`config.mk`:
```
export PLATFORM = sky130hd
export DESIGN_NAME = tx_pkt_arbiter
export DESIGN_NICKNAME = d
export VERILOG_FILES = /design/src/rtl/tx_pkt_arbiter.sv
export SDC_FILE = /design/constraint.sdc
export NUM_CORES = 1
export LEC_CHECK = 0
export ABC_CLOCK_PERIOD_IN_PS = 5700
export CAP_MARGIN = 25
export CELL_PAD_IN_SITES_DETAIL_PLACEMENT = 1
export CELL_PAD_IN_SITES_GLOBAL_PLACEMENT = 2
export CORE_MARGIN = 2
export CORE_UTILIZATION = 32
export DETAILED_ROUTE_END_ITERATION = 6
export GPL_TIMING_DRIVEN = 0
export MAX_ROUTING_LAYER = met4
export PLACE_DENSITY = 0.81
export SYNTH_ARGS = -nofsm -noshare
export SYNTH_HDL_FRONTEND = slang
export SYNTH_SLANG_ARGS = --single-unit
```
`constraint.sdc`:
```
create_clock -name clk -period 5.7 [get_ports clk]
set_clock_uncertainty 0.15 [all_clocks]
set_input_delay 1.425 -clock clk [delete_from_list [all_inputs] [get_ports clk]]
set_output_delay 1.425 -clock clk [all_outputs]
set_load 0.05 [all_outputs]
```
`src/rtl/tx_pkt_arbiter.sv`:
```
// -----------------------------------------------------------------------------
// tx_pkt_arbiter
//   Arbitrates two packet sources (0 = telemetry, 1 = fault/alert) onto one
//   shared UART transmitter. A granted source's 48-bit payload is latched and
//   sent as a 10-byte frame:
//     AA 55 ID P[47:40] .. P[7:0] CKSUM
//   CKSUM makes bytes 2..9 sum to zero mod 256. Ties between the two sources
//   are broken round-robin. A per-byte tx_done timeout aborts the frame.
//
// Ports
//   clk        system clock, rising edge
//   rst_n      asynchronous active-low reset
//   req0/1     packet request from source 0/1
//   payload0/1 48-bit payload, captured on the grant edge
//   ack0/1     one-cycle grant pulse
//   trmt       one-cycle start strobe to the UART
//   tx_data    byte to the UART, valid with trmt and held until the next byte
//   tx_done    UART byte-complete level
//   busy       high while a frame is in progress
//   err        one-cycle pulse when a frame is aborted on timeout
// -----------------------------------------------------------------------------
module tx_pkt_arbiter #(
  parameter int unsigned TMO_CYC = 65535
) (
  input  logic        clk,
  input  logic        rst_n,
  input  logic        req0,
  input  logic [47:0] payload0,
  output logic        ack0,
  input  logic        req1,
  input  logic [47:0] payload1,
  output logic        ack1,
  output logic        trmt,
  output logic [7:0]  tx_data,
  input  logic        tx_done,
  output logic        busy,
  output logic        err
);

  localparam int CNT_W = (TMO_CYC < 1) ? 1 : $clog2(TMO_CYC + 1);
  localparam logic [CNT_W-1:0] TMO_MAX = CNT_W'(TMO_CYC);

  typedef enum logic [1:0] {
    ST_IDLE  = 2'd0,
    ST_LOAD  = 2'd1,
    ST_GUARD = 2'd2,
    ST_WAIT  = 2'd3
  } state_t;

  state_t             state_r;
  logic [3:0]         idx_r;
  logic               src_r;      // source of the frame in flight
  logic               last_r;     // last source served
  logic [47:0]        payload_r;
  logic [CNT_W-1:0]   tmo_cnt_r;
  logic               ack0_r;
  logic               ack1_r;
  logic               trmt_r;
  logic [7:0]         tx_data_r;
  logic               busy_r;
  logic               err_r;

  logic               grant_v_s;
  logic               grant_src_s;

  // Two's-complement checksum over the ID and six payload bytes.
  function automatic logic [7:0] pkt_checksum(input logic [7:0] id,
                                              input logic [47:0] pl);
    logic [7:0] sum;
    sum = id + pl[47:40] + pl[39:32] + pl[31:24] + pl[23:16] + pl[15:8] + pl[7:0];
    return 8'h00 - sum;
  endfunction

  // Byte at frame position idx for the given source and latched payload.
  function automatic logic [7:0] pkt_byte(input logic [3:0] idx,
                                          input logic src,
                                          input logic [47:0] pl);
    logic [7:0] id;
    logic [7:0] b;
    id = src ? 8'h02 : 8'h01;
    case (idx)
      4'd0:    b = 8'hAA;
      4'd1:    b = 8'h55;
      4'd2:    b = id;
      4'd3:    b = pl[47:40];
      4'd4:    b = pl[39:32];
      4'd5:    b = pl[31:24];
      4'd6:    b = pl[23:16];
      4'd7:    b = pl[15:8];
      4'd8:    b = pl[7:0];
      4'd9:    b = pkt_checksum(id, pl);
      default: b = 8'h00;
    endcase
    return b;
  endfunction

  // Round-robin pick: on a tie the source not served last wins.
  always_comb begin
    grant_v_s   = 1'b0;
    grant_src_s = 1'b0;
    if (req0 && req1) begin
      grant_v_s   = 1'b1;
      grant_src_s = ~last_r;
    end else if (req0) begin
      grant_v_s   = 1'b1;
      grant_src_s = 1'b0;
    end else if (req1) begin
      grant_v_s   = 1'b1;
      grant_src_s = 1'b1;
    end else begin
      grant_v_s   = 1'b0;
      grant_src_s = 1'b0;
    end
  end

  // Frame sequencer with registered strobes and data.
  always_ff @(posedge clk or negedge rst_n) begin
    if (!rst_n) begin
      state_r   <= ST_IDLE;
      idx_r     <= 4'd0;
      src_r     <= 1'b0;
      last_r    <= 1'b1;
      payload_r <= 48'h0;
      tmo_cnt_r <= '0;
      ack0_r    <= 1'b0;
      ack1_r    <= 1'b0;
      trmt_r    <= 1'b0;
      tx_data_r <= 8'h00;
      busy_r    <= 1'b0;
      err_r     <= 1'b0;
    end else begin
      ack0_r <= 1'b0;
      ack1_r <= 1'b0;
      trmt_r <= 1'b0;
      err_r  <= 1'b0;
      case (state_r)
        ST_IDLE: begin
          if (grant_v_s) begin
            src_r     <= grant_src_s;
            last_r    <= grant_src_s;
            payload_r <= grant_src_s ? payload1 : payload0;
            ack0_r    <= ~grant_src_s;
            ack1_r    <= grant_src_s;
            idx_r     <= 4'd0;
            busy_r    <= 1'b1;
            state_r   <= ST_LOAD;
          end
        end
        ST_LOAD: begin
          tx_data_r <= pkt_byte(idx_r, src_r, payload_r);
          trmt_r    <= 1'b1;
          tmo_cnt_r <= '0;
          state_r   <= ST_GUARD;
        end
        // One cycle in which a stale tx_done from the previous byte is ignored.
        ST_GUARD: begin
          state_r <= ST_WAIT;
        end
        ST_WAIT: begin
          if (tx_done) begin
            if (idx_r == 4'd9) begin
              idx_r   <= 4'd0;
              busy_r  <= 1'b0;
              state_r <= ST_IDLE;
            end else begin
              idx_r   <= idx_r + 4'd1;
              state_r <= ST_LOAD;
            end
          end else if (tmo_cnt_r >= TMO_MAX - CNT_W'(1)) begin
            // This is the TMO_CYC-th WAIT cycle without tx_done: abort.
            tmo_cnt_r <= TMO_MAX;
            err_r     <= 1'b1;
            idx_r     <= 4'd0;
            busy_r    <= 1'b0;
            state_r   <= ST_IDLE;
          end else begin
            tmo_cnt_r <= tmo_cnt_r + CNT_W'(1);
          end
        end
        default: begin
          busy_r  <= 1'b0;
          state_r <= ST_IDLE;
        end
      endcase
    end
  end

  assign ack0    = ack0_r;
  assign ack1    = ack1_r;
  assign trmt    = trmt_r;
  assign tx_data = tx_data_r;
  assign busy    = busy_r;
  assign err     = err_r;

endmodule

```
==> metrics.txt, run 1 <==
status completed; Post-Synthesis Cells 611; end-of-flow core utilization 42.3%; syn_nets 760; worst relative slew slack 58.9%; CP Data Required Time 5.77 ns; Critical Path Start payload_r[26]; dominant synthesized flop cell sky130_fd_sc_hd__dfrtp_1; Post-Synth Adder-Cell Area 14.4%; total half-perimeter wirelength after legalization and detailed placement 15.4 mm; routed len/inst 19.5 microns; fraction of registers with async set/reset 100%; arrival time of data at the critical path endpoint 4.67 ns; maximum operating frequency 217 MHz; H-Tree Depth 3; Final Instance Area 0.00754 sq mm; kind of critical path register to register; Congestion Overflow GR 0; Synthesis Warnings 0; clock period minus worst slack 4.60 ns; post-route worst hold slack 0.337 ns; Ant. Diodes 0; Placed Area 0.00722 sq mm; CTS Root Cell sky130_fd_sc_hd__clkbuf_16; cts bufs inserted 9; largest driver fanout on the critical path 3; layout cell share with drive strength beyond 1 5.53%; initial cell density of the core 32.4%; remaining antenna violation count after routing 0; count of maximum capacitance violations 0; floorplan die height 138 microns; type of element capturing the critical path register; global-route wire length before repair 30.6 mm; clock transition at the registers of the reported paths 0.06 ns; Vias 5016; clock latency of the later-clocked register in the worst-skew pair 0.34 ns; final-report hold violation count 0; Post-Synth Simple-Gate Area 9.80%; initial antenna violation count 0; syn_area_per_cell 9.45 sq um; final-report max-slew violation count 0; setup repair after global routing missed its margin no; crit share post-route 80.7%; Die Outline Area 0.0191 sq mm; Finish-stage setup viols 0; Critical Path Start Type register; share of the synthesized netlist area taken by xor and xnor gates 2.36%; final total negative setup slack 0 ns; number of design-rule violations left by the first detailed-router iteration 203; Die Span X 138 microns; EDFF count, synth 0; number of instances resized during post-cts repair 0; number of nets in the layout 885; number of buffers between clock root and the deepest sink 2; origin of the worst min-delay path payload_r[18]; number of global-route vias before repair 5540; number of clock sinks 85; register bit total from synthesis 85; I/O Pins 114; largest net degree at the start of global routing 74; iteration count of the initial detailed-routing pass 6; Synth Area in Compound Gates 20.8%; hold buffer count at CTS 0; number of DRC violations after detailed routing 0; area growth from synthesis to layout 30.6%; largest family of logic cells by synthesized area compound AO/OA/AOI/OAI gates; fraction of synthesized area in multiplexers 7.89%; weighted congestion reported at the end of routability-driven placement 0.925; count of input and output buffers 113; total wirelength of the detailed-routed design 18.9 mm; Worst R2R Start payload_r[26]; number of rows in the core area 49; Worst Max-Slew Pin Slew 0.616 ns; total routing resource utilization after global routing 21.0%; Post-CTS Setup Inserts 0; netlist area before placement 0.00577 sq mm; clock tree from TritonCTS yes; sequential share of the synthesized area 36.9%; Core Region 0.0178 sq mm; distinct cell type count after synthesis 59; Avg Vias per Cell 5.17; class of the worst hold path register to register
-- cells in the final DEF (no fill, tap or decap), drive strengths merged, types with 19 or more instances in the layout --
cell           Yosys  routed
clkdlybuf4s50      0     112
a21oi             21      21
nand2             62      62
dfrtp             84      84
clkbuf            17      28
buf               17      19
inv               81      83
o21ai             71      71
mux2i             41      41
a22o              24      24
fa                31      31
nor2              21      21
-- cell families after synthesis --
kind of cell | count (synthesis)
xor+xnor | 14
flops | 85
mux | 44
fa+ha+maj | 48
simple gates | 124
compound gates | 180
buf+inv | 116
-- layout make-up --
cell class	count	area (sq um)
Multi-Input combinational cell	410	3190
Timing Repair Buffer	114	1160
Fill cell	1991	10300
Tap cell	229	287
Sequential cell	85	2130
Clock inverter	5	82.6
Buffer	34	146
Inverter	82	308
Clock buffer	11	243
-- path summary, 6_finish.rpt --
check	end	slack, ns	cells after the start
worst max register to register	tx_data[4]	1.10	14
max in group asynchronous	last_r	3.96	2
worst min register to register	payload_r[18]	0.34	2
min in group asynchronous	payload_r[42]	0.78	1
worst max-delay path	tx_data[4]	1.10	14
worst min-delay path	payload_r[18]	0.34	2
-- layer usage --
metal	GRT usage (%)	wire, microns
met2	33.3	9040
met3	2.39	461
met5	-	0
met4	6.82	329
met1	28.2	9110
-- worst max-delay path: stages (launching register included) --
cell and delay, ns:
sky130_fd_sc_hd__dfrtp_1 0.39, sky130_fd_sc_hd__inv_1 0.20, sky130_fd_sc_hd__fa_1 0.49, sky130_fd_sc_hd__fa_1 0.49, sky130_fd_sc_hd__fa_1 0.52, sky130_fd_sc_hd__fa_1 0.56
sky130_fd_sc_hd__ha_1 0.20, sky130_fd_sc_hd__inv_1 0.07, sky130_fd_sc_hd__fa_1 0.41, sky130_fd_sc_hd__xor2_1 0.25, sky130_fd_sc_hd__a21oi_1 0.10, sky130_fd_sc_hd__o21ai_0 0.18
sky130_fd_sc_hd__a21oi_1 0.09, sky130_fd_sc_hd__a31oi_1 0.28, sky130_fd_sc_hd__o2bb2ai_1 0.09
-- stage by stage --
stage / worst slack, ns / instances
global placement: -0.00788 / 953
finish: 1.10 / 970
floorplan: 1.77 / 611
CTS: 1.11 / 970
global route: 0.934 / 970
detailed placement: 1.12 / 954
-- sequential cells by signal, summed over array words and instances (netlist names) --
register   flops
payload_r     48
tmo_cnt_r     16
tx_data        8
idx_r          4
state_r        2
ack0           1
ack1           1
busy           1
err            1
last_r         1
src_r          1
trmt           1
-- cell usage after synthesis (all sizes together) (2+ instances only) --
cell	count	area share [%]
ha	17	3.7
fa	31	11
a22oi	3	0.39
a21oi	21	1.8
nand2b	2	0.22
inv	81	5.3
nor3	8	0.69
o211ai	6	0.78
o21ai	71	6.2
nand4	6	0.91
mux2i	41	7.1
and2	3	0.35
dfrtp	84	36
o311ai	6	0.91
o21a	2	0.26
nand2	62	4.0
mux2	2	0.39
a31oi	7	0.76
buf	17	1.4
a311oi	3	0.46
a22o	24	3.6
and3	4	0.43
o2bb2ai	7	1.1
nor2b	5	0.54
clkbuf	17	1.1
nand3	9	0.78
a221o	3	0.52
o41ai	3	0.59
xnor2	12	1.8
a211oi	3	0.39
nor2	21	1.4
a21o	6	0.78
o22ai	2	0.22
a221oi	3	0.46
Power of run 1 is not shown: default switching activity piles up to over one toggle a cycle in this logic, so the estimate is an artifact.
==> run 2, diff against run 1 <==
==> config.mk (replaced) <==
export PLATFORM = sky130hd
export DESIGN_NAME = tx_pkt_arbiter
export DESIGN_NICKNAME = d
export VERILOG_FILES = /design/src/rtl/tx_pkt_arbiter.sv
export SDC_FILE = /design/constraint.sdc
export NUM_CORES = 1
export LEC_CHECK = 0
export ABC_CLOCK_PERIOD_IN_PS = 4050
export CAP_MARGIN = 25
export CELL_PAD_IN_SITES_DETAIL_PLACEMENT = 1
export CELL_PAD_IN_SITES_GLOBAL_PLACEMENT = 2
export CORE_MARGIN = 2
export CORE_UTILIZATION = 29
export DETAILED_ROUTE_END_ITERATION = 6
export GPL_TIMING_DRIVEN = 0
export MAX_ROUTING_LAYER = met4
export PLACE_DENSITY = 0.78
export SYNTH_ARGS = -nofsm -noshare
export SYNTH_HDL_FRONTEND = slang
export SYNTH_SLANG_ARGS = --single-unit
==> constraint.sdc (replaced) <==
create_clock -name clk -period 4.05 [get_ports clk]
set_clock_uncertainty 0.15 [all_clocks]
set_input_delay 1.0125 -clock clk [delete_from_list [all_inputs] [get_ports clk]]
set_output_delay 1.0125 -clock clk [all_outputs]
set_load 0.05 [all_outputs]
==> run 2 against run 1 <==
Effect of this change: the flow now finishes with violations (negative setup slack); count of clock-buffer cells in the layout down 1; utilization down 2.1 points; global-route usage down 1.9 points; fmax up 11%; critical path type unchanged; critical endpoint is now tx_data[3]; largest cell class unchanged.
==> metrics.txt, run 2 (synthesis gave the netlist of run 1 again) <==
Finished Layout Cells 1018 (was 970); smallest setup slack after layout -0.110 ns (was 1.10 ns); Avg Vias per Cell 5.05 (was 5.17); type of element capturing the critical path register (unchanged); Finish-stage setup viols 4 (was 0); CP Data Required Time 4.13 ns (was 5.77 ns); largest driver fanout on the critical path 2 (was 3); arrival time of data at the critical path endpoint 4.24 ns (was 4.67 ns); final-report hold violation count 0 (unchanged); Vias 5136 (was 5016); clock transition at the registers of the reported paths 0.07 ns (was 0.06 ns); number of global-route vias before repair 5570 (was 5540); Worst Max-Slew Pin Slew 0.645 ns (was 0.616 ns); leading cell types in the layout, fill and taps excluded 112 x sky130_fd_sc_hd__clkdlybuf4s50_1, 79 x sky130_fd_sc_hd__dfrtp_1, 71 x sky130_fd_sc_hd__inv_1 (was 112 x sky130_fd_sc_hd__clkdlybuf4s50_1, 84 x sky130_fd_sc_hd__dfrtp_1, 81 x sky130_fd_sc_hd__inv_1); remaining antenna violation count after routing 0 (unchanged); CTS Root Cell sky130_fd_sc_hd__clkbuf_16 (unchanged); count of maximum capacitance violations 0 (unchanged); clock latency of the later-clocked register in the worst-skew pair 0.36 ns (was 0.34 ns); status finished with violations (was completed); iteration count of the initial detailed-routing pass 4 (was 6); number of DRC violations after detailed routing 0 (unchanged); Die Span X 145 microns (was 138 microns); area growth from synthesis to layout 35.7% (was 30.6%); I/O Pins 114 (unchanged); register-to-register path setup slack -0.11 ns (was 1.10 ns); clock tree from TritonCTS yes (unchanged); worst slack at placement -0.534 ns (was 1.12 ns); total half-perimeter wirelength after legalization and detailed placement 15.2 mm (was 15.4 mm); Congestion Overflow GR 0 (unchanged); most common cell after layout, fill and taps aside sky130_fd_sc_hd__clkdlybuf4s50_1 (unchanged); initial cell density of the core 29.6% (was 32.4%); Ant. Diodes 0 (unchanged); cell count after placement 990 (was 954); initial antenna violation count 0 (unchanged); final-report max-slew violation count 0 (unchanged); setup repair after global routing missed its margin yes (was no); cells along the critical path inv_2 > fa_1 > fa_1 > fa_1 > fa_1 > ha_4 > inv_2 > fa_2 > nor2_2 > a21oi_2 > a211oi_2 > a221oi_2 > o2bb2ai_1 (was inv_1 > fa_1 > fa_1 > fa_1 > fa_1 > ha_1 > inv_1 > fa_1 > xor2_1 > a21oi_1 > o21ai_0 > a21oi_1 > a31oi_1 > o2bb2ai_1); number of buffers between clock root and the deepest sink 2 (unchanged); violations in the final reports negative setup slack; largest net degree at the start of global routing 62 (was 74); number of rows in the core area 51 (was 49); global-route wire length before repair 30.6 mm (about the same); top register by number of flip-flops payload_r (unchanged); Top cell by count, worst path sky130_fd_sc_hd__fa_1 (unchanged); class of the worst hold path register to register (unchanged); layout cell share with drive strength beyond 1 12.5% (was 5.53%); floorplan die height 145 microns (was 138 microns); weighted congestion reported at the end of routability-driven placement 0.909 (was 0.925); worst relative slew slack 56.9% (was 58.9%); cts bufs inserted 9 (unchanged); number of nets in the layout 897 (was 885); clock period minus worst slack 4.16 ns (was 4.60 ns); Die Outline Area 0.0211 sq mm (was 0.0191 sq mm); crit share post-route 103% (was 80.7%); Core Region 0.0195 sq mm (was 0.0178 sq mm); H-Tree Depth 3 (unchanged); final total negative setup slack -0.263 ns (was 0 ns); delay of the slowest critical-path stage 0.57 ns (was 0.56 ns); count of input and output buffers 113 (unchanged); area of the multi-input gates 0.00333 sq mm (was 0.00319 sq mm); number of design-rule violations left by the first detailed-router iteration 267 (was 203); kind of critical path register to register (unchanged); routed len/inst 19.0 microns (was 19.5 microns); hold buffer count at CTS 0 (unchanged); number of clock sinks 85 (unchanged); max FFs per register 48 (unchanged); CP max stage cell sky130_fd_sc_hd__fa_1 (unchanged); number of fillers in the final layout 2267 (was 1991); maximum operating frequency 240 MHz (was 217 MHz); total routing resource utilization after global routing 19.1% (was 21.0%); Critical Path Start Type register (unchanged); footprint of the flip-flops and latches 0.00213 sq mm (about the same); total wirelength of the detailed-routed design 19.3 mm (was 18.9 mm)
run 2: cell count changes in the layout (fill, tap and decap cells not counted), sizes merged:
| cell | previous run | this run |
|---|---|---|
| inv | 83 | 82 |
| clkinvlp | 0 | 1 |
| clkbuf | 28 | 27 |
| buf | 19 | 31 |
| clkinv | 2 | 3 |
run 2: worst max-delay path: cells and delay by family (launching register included):
kind | cells | cell delay, ns
buffers and inverters | 2 | 0.15
DFF | 1 | 0.40
adders and majority gates | 6 | 2.67
AOI/OAI and AO/OA | 4 | 0.61
and+or+nand+nor | 1 | 0.05
run 2: cell type report:
class                      instances  area share [%]
clock inverter                     6            1.20
buffer                            34            1.87
inverter                          82            3.93
clock buffer                      10            3.05
sequential                        85            27.2
tap                              265            4.23
timing repair buffer             126            15.9
multi-input combinational        410            42.6
run 2: through the flow:
step                cell area [sq um]  hold WS, ns  utilization [%]
CTS                              7770        0.342             39.8
finish                           7830        0.340             40.1
global route                     7830        0.377             40.1
global placement                 7240        0.318             37.1
floorplan                        5770        0.300                -
detailed placement               7260        0.327             37.2
run 2: layer usage:
| metal | GRT usage [%] | vias to the layer above | part of all wire (%) |
|---|---|---|---|
| met5 | - | - | 0 |
| met4 | 5.54 | 0 | 1.6 |
| met3 | 2.14 | 20 | 3.3 |
| met2 | 29.8 | 110 | 47 |
| met1 | 26.4 | 2614 | 48 |
| li1 | - | 2392 | - |
run 2: what timing repair did:
| action | 4_1_cts | 5_1_grt |
|---|---|---|
| cloned | 0 | 0 |
| pin swaps | 26 | 16 |
| setup endpoints to repair | 5 | 5 |
| buffers inserted | 9 | 3 |
| gates resized for setup | 32 | 12 |
| endpoints found under the hold margin | 0 | 0 |
run 2: final timing paths:
kind	from	to	cells after the start
min in group asynchronous	rst_n	tmo_cnt_r[2]	1
max reg2reg	payload_r[26]	tx_data[3]	13
max in group asynchronous	rst_n	payload_r[11]	2
max	payload_r[26]	tx_data[3]	13
min	payload_r[43]	payload_r[43]	2
min reg2reg	payload_r[43]	payload_r[43]	2
Power of run 2 is left out for the same reason.
